--- src/rtl/rst_sequencer_pkg.sv ---
// rtl/rst_sequencer_pkg.sv - shared types and helpers for the reset sequencer
package rst_seq_pkg;

    typedef enum logic [1:0] {
        ASSERT  = 2'b00,
        HOLD    = 2'b01,
        RELEASE = 2'b10,
        RUN     = 2'b11
    } seq_state_t;

    typedef enum logic [1:0] {
        NONE = 2'b00,
        POR  = 2'b01,
        BTN  = 2'b10,
        SW   = 2'b11
    } rst_cause_t;

    function automatic int max_int(input int a, input int b);
        return (a > b) ? a : b;
    endfunction

endpackage

--- src/rtl/rst_sequencer_if.sv ---
// rtl/rst_sequencer_if.sv - reset sources in, domain resets and status out
interface rst_sequencer_if #(
    parameter int NUM_DOMAINS = 3
);
    import rst_seq_pkg::*;

    logic                   RST_n_in;
    logic                   sw_rst_req;
    logic [NUM_DOMAINS-1:0] dom_rst_n;
    logic                   all_ready;
    logic                   busy;
    rst_cause_t             cause;

    modport master (
        output RST_n_in,
        output sw_rst_req,
        input  dom_rst_n,
        input  all_ready,
        input  busy,
        input  cause
    );

    modport slave (
        input  RST_n_in,
        input  sw_rst_req,
        output dom_rst_n,
        output all_ready,
        output busy,
        output cause
    );

endinterface

--- src/rtl/rst_sequencer_btn_debounce.sv ---
// rtl/rst_sequencer_btn_debounce.sv - push-button synchroniser and low-level debounce
module btn_debounce #(
    parameter int SYNC_STAGES     = 2,
    parameter int DEBOUNCE_CYCLES = 16
) (
    input  logic clk,
    input  logic rst,
    input  logic RST_n_in,
    output logic btn_low,
    output logic btn_evt
);
    localparam int CW = $clog2(DEBOUNCE_CYCLES) + 1;
    localparam logic [CW-1:0] DEB_MAX = CW'(DEBOUNCE_CYCLES);

    logic [SYNC_STAGES-1:0] sync_q, sync_d;
    logic [CW-1:0]          cnt_q, cnt_d;
    logic                   btn_low_q;
    logic                   btn_s;

    assign btn_s = sync_q[SYNC_STAGES-1];

    always_comb begin
        sync_d = {sync_q[SYNC_STAGES-2:0], RST_n_in};
        if (btn_s) begin
            cnt_d = '0;
        end else if (cnt_q == DEB_MAX) begin
            cnt_d = cnt_q;
        end else begin
            cnt_d = cnt_q + 1'b1;
        end
    end

    // Synchroniser resets to "released" so a power-on never looks like a press.
    always_ff @(posedge clk) begin
        if (rst) begin
            sync_q    <= '1;
            cnt_q     <= '0;
            btn_low_q <= 1'b0;
        end else begin
            sync_q    <= sync_d;
            cnt_q     <= cnt_d;
            btn_low_q <= btn_low;
        end
    end

    assign btn_low = (cnt_q == DEB_MAX);
    assign btn_evt = btn_low & ~btn_low_q;

endmodule

--- src/rtl/rst_sequencer.sv ---
// rtl/rst_sequencer.sv - reset sequencer: debounced button/sw reset, hold, staggered domain release
module rst_sequencer
    import rst_seq_pkg::*;
#(
    parameter int SYNC_STAGES     = 2,
    parameter int DEBOUNCE_CYCLES = 16,
    parameter int HOLD_CYCLES     = 8,
    parameter int NUM_DOMAINS     = 3,
    parameter int STAGGER_CYCLES  = 4
) (
    input  logic            clk,
    input  logic            rst,
    rst_sequencer_if.slave  bus
);
    localparam int CNT_MAX = max_int(HOLD_CYCLES, STAGGER_CYCLES);
    localparam int CW      = $clog2(CNT_MAX) + 1;
    localparam int IW      = $clog2(NUM_DOMAINS) + 1;

    localparam logic [CW-1:0] HOLD_LAST = CW'(HOLD_CYCLES - 1);
    localparam logic [CW-1:0] STAG_LAST = CW'(STAGGER_CYCLES - 1);
    localparam logic [IW-1:0] IDX_LAST  = IW'(NUM_DOMAINS - 1);

    seq_state_t             state_q, state_d;
    logic [CW-1:0]          cnt_q, cnt_d;
    logic [IW-1:0]          idx_q, idx_d;
    logic [NUM_DOMAINS-1:0] dom_q, dom_d;
    logic                   ready_q, ready_d;
    logic                   busy_q, busy_d;
    rst_cause_t             cause_q, cause_d;

    logic btn_low;
    logic btn_evt;
    logic rst_evt;

    btn_debounce #(
        .SYNC_STAGES     (SYNC_STAGES),
        .DEBOUNCE_CYCLES (DEBOUNCE_CYCLES)
    ) u_btn (
        .clk      (clk),
        .rst      (rst),
        .RST_n_in (bus.RST_n_in),
        .btn_low  (btn_low),
        .btn_evt  (btn_evt)
    );

    assign rst_evt = btn_evt | bus.sw_rst_req;

    always_ff @(posedge clk) begin
        if (rst) begin
            state_q <= ASSERT;
            cnt_q   <= '0;
            idx_q   <= '0;
            dom_q   <= '0;
            ready_q <= 1'b0;
            busy_q  <= 1'b1;
            cause_q <= POR;
        end else begin
            state_q <= state_d;
            cnt_q   <= cnt_d;
            idx_q   <= idx_d;
            dom_q   <= dom_d;
            ready_q <= ready_d;
            busy_q  <= busy_d;
            cause_q <= cause_d;
        end
    end

    // A held button parks the FSM in ASSERT; everything else counts forward.
    always_comb begin
        state_d = state_q;
        cnt_d   = cnt_q;
        idx_d   = idx_q;
        case (state_q)
            ASSERT: begin
                if (!btn_low) begin
                    state_d = HOLD;
                    cnt_d   = '0;
                end
            end
            HOLD: begin
                if (rst_evt) begin
                    state_d = ASSERT;
                end else if (cnt_q == HOLD_LAST) begin
                    cnt_d   = '0;
                    idx_d   = '0;
                    state_d = (NUM_DOMAINS == 1) ? RUN : RELEASE;
                end else begin
                    cnt_d = cnt_q + 1'b1;
                end
            end
            RELEASE: begin
                if (rst_evt) begin
                    state_d = ASSERT;
                end else if (cnt_q == STAG_LAST) begin
                    cnt_d = '0;
                    idx_d = idx_q + 1'b1;
                    if (idx_q + 1'b1 == IDX_LAST) begin
                        state_d = RUN;
                    end
                end else begin
                    cnt_d = cnt_q + 1'b1;
                end
            end
            RUN: begin
                if (rst_evt) begin
                    state_d = ASSERT;
                end
            end
            default: state_d = ASSERT;
        endcase
    end

    // Outputs are decoded from the next state so they switch on the same edge.
    always_comb begin
        dom_d = '0;
        for (int i = 0; i < NUM_DOMAINS; i++) begin
            dom_d[i] = (state_d == RUN) || ((state_d == RELEASE) && (IW'(i) <= idx_d));
        end
        ready_d = (state_d == RUN);
        busy_d  = (state_d != RUN);
        cause_d = cause_q;
        if ((state_q != ASSERT) && rst_evt) begin
            cause_d = btn_evt ? BTN : SW;
        end
    end

    assign bus.dom_rst_n = dom_q;
    assign bus.all_ready = ready_q;
    assign bus.busy      = busy_q;
    assign bus.cause     = cause_q;

endmodule

--- src/flat_wrapper.sv ---
// flat-port wrapper written by rule: the top's interface ports become plain ports
module rst_sequencer_flat import rst_seq_pkg::*;
#(
    parameter int SYNC_STAGES     = 2,
    parameter int DEBOUNCE_CYCLES = 16,
    parameter int HOLD_CYCLES     = 8,
    parameter int NUM_DOMAINS     = 3,
    parameter int STAGGER_CYCLES  = 4
)
  (clk, rst, bus_RST_n_in, bus_sw_rst_req, bus_dom_rst_n, bus_all_ready, bus_busy, bus_cause);
  rst_sequencer_if #(.NUM_DOMAINS(NUM_DOMAINS)) bus_i ();
  input  logic clk;
  input  logic rst;
  input wire logic [$bits(bus_i.RST_n_in)-1:0] bus_RST_n_in;
  input wire logic [$bits(bus_i.sw_rst_req)-1:0] bus_sw_rst_req;
  output wire logic [$bits(bus_i.dom_rst_n)-1:0] bus_dom_rst_n;
  output wire logic [$bits(bus_i.all_ready)-1:0] bus_all_ready;
  output wire logic [$bits(bus_i.busy)-1:0] bus_busy;
  output wire logic [$bits(bus_i.cause)-1:0] bus_cause;
  assign bus_i.RST_n_in = bus_RST_n_in;
  assign bus_i.sw_rst_req = bus_sw_rst_req;
  assign bus_dom_rst_n = bus_i.dom_rst_n;
  assign bus_all_ready = bus_i.all_ready;
  assign bus_busy = bus_i.busy;
  assign bus_cause = bus_i.cause;
  rst_sequencer #(.SYNC_STAGES(SYNC_STAGES), .DEBOUNCE_CYCLES(DEBOUNCE_CYCLES), .HOLD_CYCLES(HOLD_CYCLES), .NUM_DOMAINS(NUM_DOMAINS), .STAGGER_CYCLES(STAGGER_CYCLES)) u_core (.clk(clk), .rst(rst), .bus(bus_i));
endmodule
--- config.mk ---
export PLATFORM = sky130hd
export DESIGN_NAME = rst_sequencer_flat
export DESIGN_NICKNAME = d
export VERILOG_FILES = /design/src/rtl/rst_sequencer_pkg.sv /design/src/rtl/rst_sequencer_if.sv /design/src/rtl/rst_sequencer_btn_debounce.sv /design/src/rtl/rst_sequencer.sv /design/src/flat_wrapper.sv
export SDC_FILE = /design/constraint.sdc
export NUM_CORES = 1
export LEC_CHECK = 0
export CORE_ASPECT_RATIO = 0.7
export CORE_UTILIZATION = 55
export CTS_BUF_LIST = sky130_fd_sc_hd__clkbuf_8
export CTS_CLUSTER_DIAMETER = 200
export DETAILED_ROUTE_END_ITERATION = 8
export PLACE_DENSITY_LB_ADDON = 0.15
export SLEW_MARGIN = 20
export SYNTH_ARGS = -nofsm -noshare
export SYNTH_HDL_FRONTEND = slang
export SYNTH_SLANG_ARGS = --single-unit
--- constraint.sdc ---
create_clock -name clk -period 2.45 [get_ports clk]
set_input_delay 0.49 -clock clk [delete_from_list [all_inputs] [get_ports clk]]
set_output_delay 0.49 -clock clk [all_outputs]
set_load 0.03 [all_outputs]
---- After elaboration in Yosys (flattened, before gate mapping) ----
Index checks and enable logic that the tools add are counted.
word-level totals
  register bits after elaboration ......... 24
  bits in latches ......................... 0
  RAM bits ................................ 0
  ROM bits ................................ 0
  bits of input ports ..................... 4
  output and inout port bits .............. 7
  logic and storage cells ................. 64
  memories kept ........................... 0
cells by class
  add/sub/neg operators ................... 3
  multiply operators ...................... 0
  div/mod/pow operators ................... 0
  order comparisons ....................... 3
  equality and inequality tests ........... 13
  shifts and indexed selects .............. 0
  mux-type cells .......................... 20
  bitwise logic cells ..................... 3
  reduce and logical (&&, ||, !) cells .... 12
operators by type and width
  kind                 count
  $mux 4               5
  $mux 2               7
  $mux 3               4
  $pmux 4 s3           1
  $eq 2x2->1 const B   4
  $ne 2x2->1 const B   4
  $pmux 2 s4           1
  $le 1x3->1 const A   2
  $pmux 3 s2           1
  $add 5x1->5 const B  1
  $eq 5x5->1 const B   1
  $add 4x1->4 const B  1
  $eq 4x2->1 const B   1
  $eq 4x3->1 const B   1
  $logic_and 1x1->1    4
  $reduce_and 4->1     1
  $add 3x1->3 const B  1
  $eq 3x2->1 const B   1
  $le 2x3->1 const A   1
  $logic_or 1x1->1     3
  $reduce_bool 3->1    1
  $eq 2x1->1 const B   1
  $logic_not 2->1      1
  $reduce_bool 2->1    1
  5 further kinds      5

---- Longest topological paths before layout ----
  word-level depth ........................ 9
  depth in mapped cells ................... 8

---- By module ----
From an unflattened synthesis, not the netlist that was laid out.
unflattened totals
  cell total of the unflattened synthesis .. 133
  area, all modules ....................... 1,226.2 sq um
modules (own cells, without submodules)
  module         times used  cells each  area an instance (sq um)
  rst_sequencer  1           102         898.4
  btn_debounce   1           31          327.8

---- Worst setup path before layout ----
OpenSTA, ideal clock, no wires.
  path type ............................... reg-to-reg
  start point ............................. register u_core.state_q[0]
  end point ............................... register u_core.cnt_q[2]
  library setup time ...................... 0.071 ns
  arrival ................................. 2.080 ns
  setup slack ............................. 0.299 ns
  cell stages (with the launch flop) ...... 8
  period minus slack after synthesis ...... 2.151 ns
  cells stage by stage .................... dfxtp_1 -> inv_1 -> ha_1 -> buf_2 -> or2_2 -> a221o_1 -> or4_1 -> a21oi_1
on the way
  longest elaborated chain between the ends .. 3
ends and longest elaborated chain
  element                                                           RTL line             text
  from (decl)                                                       rst_sequencer.sv:23  seq_state_t state_q, state_d;
  from (signal assigned)                                            rst_sequencer.sv:58  state_q <= state_d;
  $eq 2x2->1, or another cell as far along                          rst_sequencer.sv:73  case (state_q)
  $ne 2x2->1 (no source line) or $reduce_bool 3->1 (tied branches)  n/a
  $reduce_and 4->1 (no source line)                                 n/a
  to (signal assigned)                                              rst_sequencer.sv:59  cnt_q <= cnt_d;
  to (decl)                                                         rst_sequencer.sv:24  logic [CW-1:0] cnt_q, cnt_d;
Parallel ways exist; a longest one is shown, timed or not.
A chain may end at the register's enable or synchronous reset.

---- Final worst setup path ----
  start point ............................. register u_core.state_q[1]
  end point ............................... register u_core.cnt_q[2]
Same word-level chain as after synthesis.

==> run metrics <==
Starting DRT DRC Count 86; initial antenna violation count 0; post-route ant nets 0; core area between 2000 and 2500 um2; main combinational cell family by area after synthesis simple AND/OR/NAND/NOR gates; Final Power between 700 and 800 uW; diodes inserted 0; Max Clk Rate about 440 MHz; YS warnings 0; GR Layer Usage met3 around 7%; worst slew pin tran roughly 0.53 ns; Post-CTS Hold Fix Bufs 0; CTS max path bufs 2; placed inst area about 1400 um2; die width between 50 and 60 um; clock-pin slew on the worst setup and hold paths 0.08 ns; first-pass GRT wire length between 4000 and 5000 um; most common cell after layout, fill and taps aside dfxtp_1; WP data arrival about 2.5 ns; Top Usage Layer GRT met2; Final Util 67.1%; Hold Path End u_core.u_btn.sync_q[1]$_SDFF_PP1_; Tot GR Track Use 25.5%; Num CTS Buffers 3; vias in the first global route 1077; worst r2r path cells 6; Final Critical Period 2.28 ns; max-slew violations 0; synthesized cell area 1290 um2; LEAKAGE 0.537 nW; die height about 42 um; Req. time, crit path approximately 2.6 ns; # IOs 11; met2 Usage GRT approximately two fifths; IO buf count 10; Seq/Total Area, Yosys between 30% and 40%; largest cells by area after synthesis dfxtp_1 37%, ha_1 8.7%, a21oi_1 4.3%, nand2_1 3.2%, inv_1 2.9%; reg2reg end u_core.cnt_q[2]$_SDFFE_PP0P_; CTS Sinks 24; Peak supply drop approximately 440 uV; Starting Density between 50% and 60%; CP Class reg -> reg; Max Cap Viol 0; largest net degree at the start of global routing 19; Combinational Power Share around 18%; Clock Power Share slightly below 30%; share of the synthesized area in the top cell type between 30% and 40%; switching share of power between 20% and 30%; vias per std cell slightly below 6; Sw Pwr 210 uW; mux cell area share after synthesis less than 1%; Synth Area in Compound Gates between 10% and 20%; XOR/XNOR Fraction of Synth Area 3.40%; vias about 1100; endpoints failing setup 0; CTS H-Tree Depth 1; worst-skew pair later-pin latency about 0.26 ns; drt pass-1 iters 4; worst hold path type reg -> reg; Synth area leader dfxtp_1; DR DRC count 0; RSZ-0062 raised after global routing false; HP Start u_core.u_btn.sync_q[0]$_SDFF_PP1_; Yosys reg bits 24; overflow left after global routing 0; met1 Resource Use GR 34.8%; Layout area overhead 13.1%; Post CTS Setup Buffer Count 0; Pint between 500 and 600 uW; PD cells approximately 530 nW/um2; Crit Reg-Reg Startpoint u_core.state_q[1]$_SDFF_PP0_; Startpoint Class register; final hold vios 0; fin cells around 190; Fin Setup TNS 0 ns; post-CTS resize count 0; period utilization ~93%; post-layout instance area ~1500 um2; clock skew roughly 0.0024 ns; simple-gate portion of the synthesized area between 20 and 30%; placed wire-length estimate about 2100 um; Nets between 150 and 200; unique cell type count in the Yosys netlist 39; routed length per instance roughly 14 um; commonest cells after routing, fill and taps aside 24 x dfxtp_1, 11 x nand2_1, 11 x a21oi_1; EDFF count, synth 0; layout cells sized above 1 ~6.3%; Synth async-reset ratio 0%; Cells after Synth 150; GP Congestion about 0.96; CP Capture Type register; worst hold path stage count 1; Rel. slew slack between 60 and 70%; status finished, final reports clean; TritonCTS clock tree done; Root Buffer clkbuf_8; Inst Count DP about 190; Mapped Nets ~160; Reg power frac between 50% and 60%; final WL around 2700 um; predominant post-synthesis flop cell dfxtp_1; die area ~2500 um2; CP max FO 7; flop2flop setup slack approximately 0.17 ns; row count 14; Synth Area in Adders 8.75%; Avg Cell Area, Syn 8.58 um2
-- cell families (layout without fill, tap and decap cells) --
family,Yosys count,after routing
compound gates,35,35
xor+xnor,5,5
fa+ha+maj,9,9
buf+inv,17,26
flops,24,24
mux,1,1
simple gates,59,59
-- cell type report --
class                   instances  area (um2)
fillers                       190         716
flip-flops and latches         24         480
well taps                      32        40.0
clock buffers                   3        41.3
multi-input cells             109         734
inverters                      10        37.5
repair buffers                 13         123
-- worst max-delay path by stage --
stage	slack [ns]	from	cells after the start	end
after floorplan	0.30	u_core.state_q[0]$_SDFF_PP0_	7	u_core.cnt_q[2]$_SDFFE_PP0P_
after detailed placement	0.14	bus_sw_rst_req	5	u_core.cnt_q[2]$_SDFFE_PP0P_
after CTS	0.18	u_core.state_q[1]$_SDFF_PP0_	6	u_core.cnt_q[2]$_SDFFE_PP0P_
after global placement	0.18	bus_sw_rst_req	5	u_core.cnt_q[2]$_SDFFE_PP0P_
final	0.17	u_core.state_q[1]$_SDFF_PP0_	6	u_core.cnt_q[2]$_SDFFE_PP0P_
after global routing	0.06	u_core.state_q[1]$_SDFF_PP0_	6	u_core.cnt_q[2]$_SDFFE_PP0P_
-- per-layer routing --
metal	vias up	wire [um]
met1	537	1290
met5	-	0
li1	551	-
met3	4	214
met4	0	34
met2	44	1200
-- critical path, cell delays in order, from the launching register on --
cell,delay [ns]
dfxtp_1,0.44
inv_1,0.09
ha_1,0.25
or2_2,0.35
a221o_1,0.43
or4_1,0.52
a21oi_1,0.13
-- flip-flops by register name, summed over array words and instances (netlist names) --
name,cells
u_core.idx_q,3
u_core.u_btn.sync_q,2
u_core.state_q,2
u_core.bus.dom_rst_n,3
u_core.cnt_q,4
u_core.bus.busy,1
u_core.u_btn.cnt_q,5
u_core.bus.all_ready,1
u_core.u_btn.btn_low_q,1
u_core.bus.cause,2
-- cell usage after synthesis, drive strengths merged (2+ instances only) --
cell / instances
or2: 3
buf: 2
or3b: 2
o21ai: 6
a221o: 2
nor4bb: 2
nor2b: 3
and2: 2
nor4: 3
dfxtp: 24
nand2b: 4
nand3b: 3
nand3: 5
nand2: 11
clkbuf: 5
xnor2: 2
o211ai: 4
xor2: 3
a32o: 2
nor2: 10
inv: 10
ha: 9
a21oi: 11
a21o: 3
nor3: 6
-- metrics by stage --
step	setup slack, ns	hold slack, ns
after floorplan	0.299	0.389
after global placement	0.178	0.392
after detailed placement	0.144	0.406
after CTS	0.184	0.424
after global routing	0.0584	0.443
final	0.169	0.419
-- power groups by stage --
stage | clock (mW) | combinational (mW) | sequential (mW)
2_1_floorplan | 0 | 0.0927 | 0.417
3_3_place_gp | 0 | 0.130 | 0.416
3_5_place_dp | 0 | 0.134 | 0.416
4_1_cts | 0.228 | 0.134 | 0.407
5_1_grt | 0.248 | 0.153 | 0.408
6_report | 0.222 | 0.138 | 0.407
(Power assumes the default switching activity.)
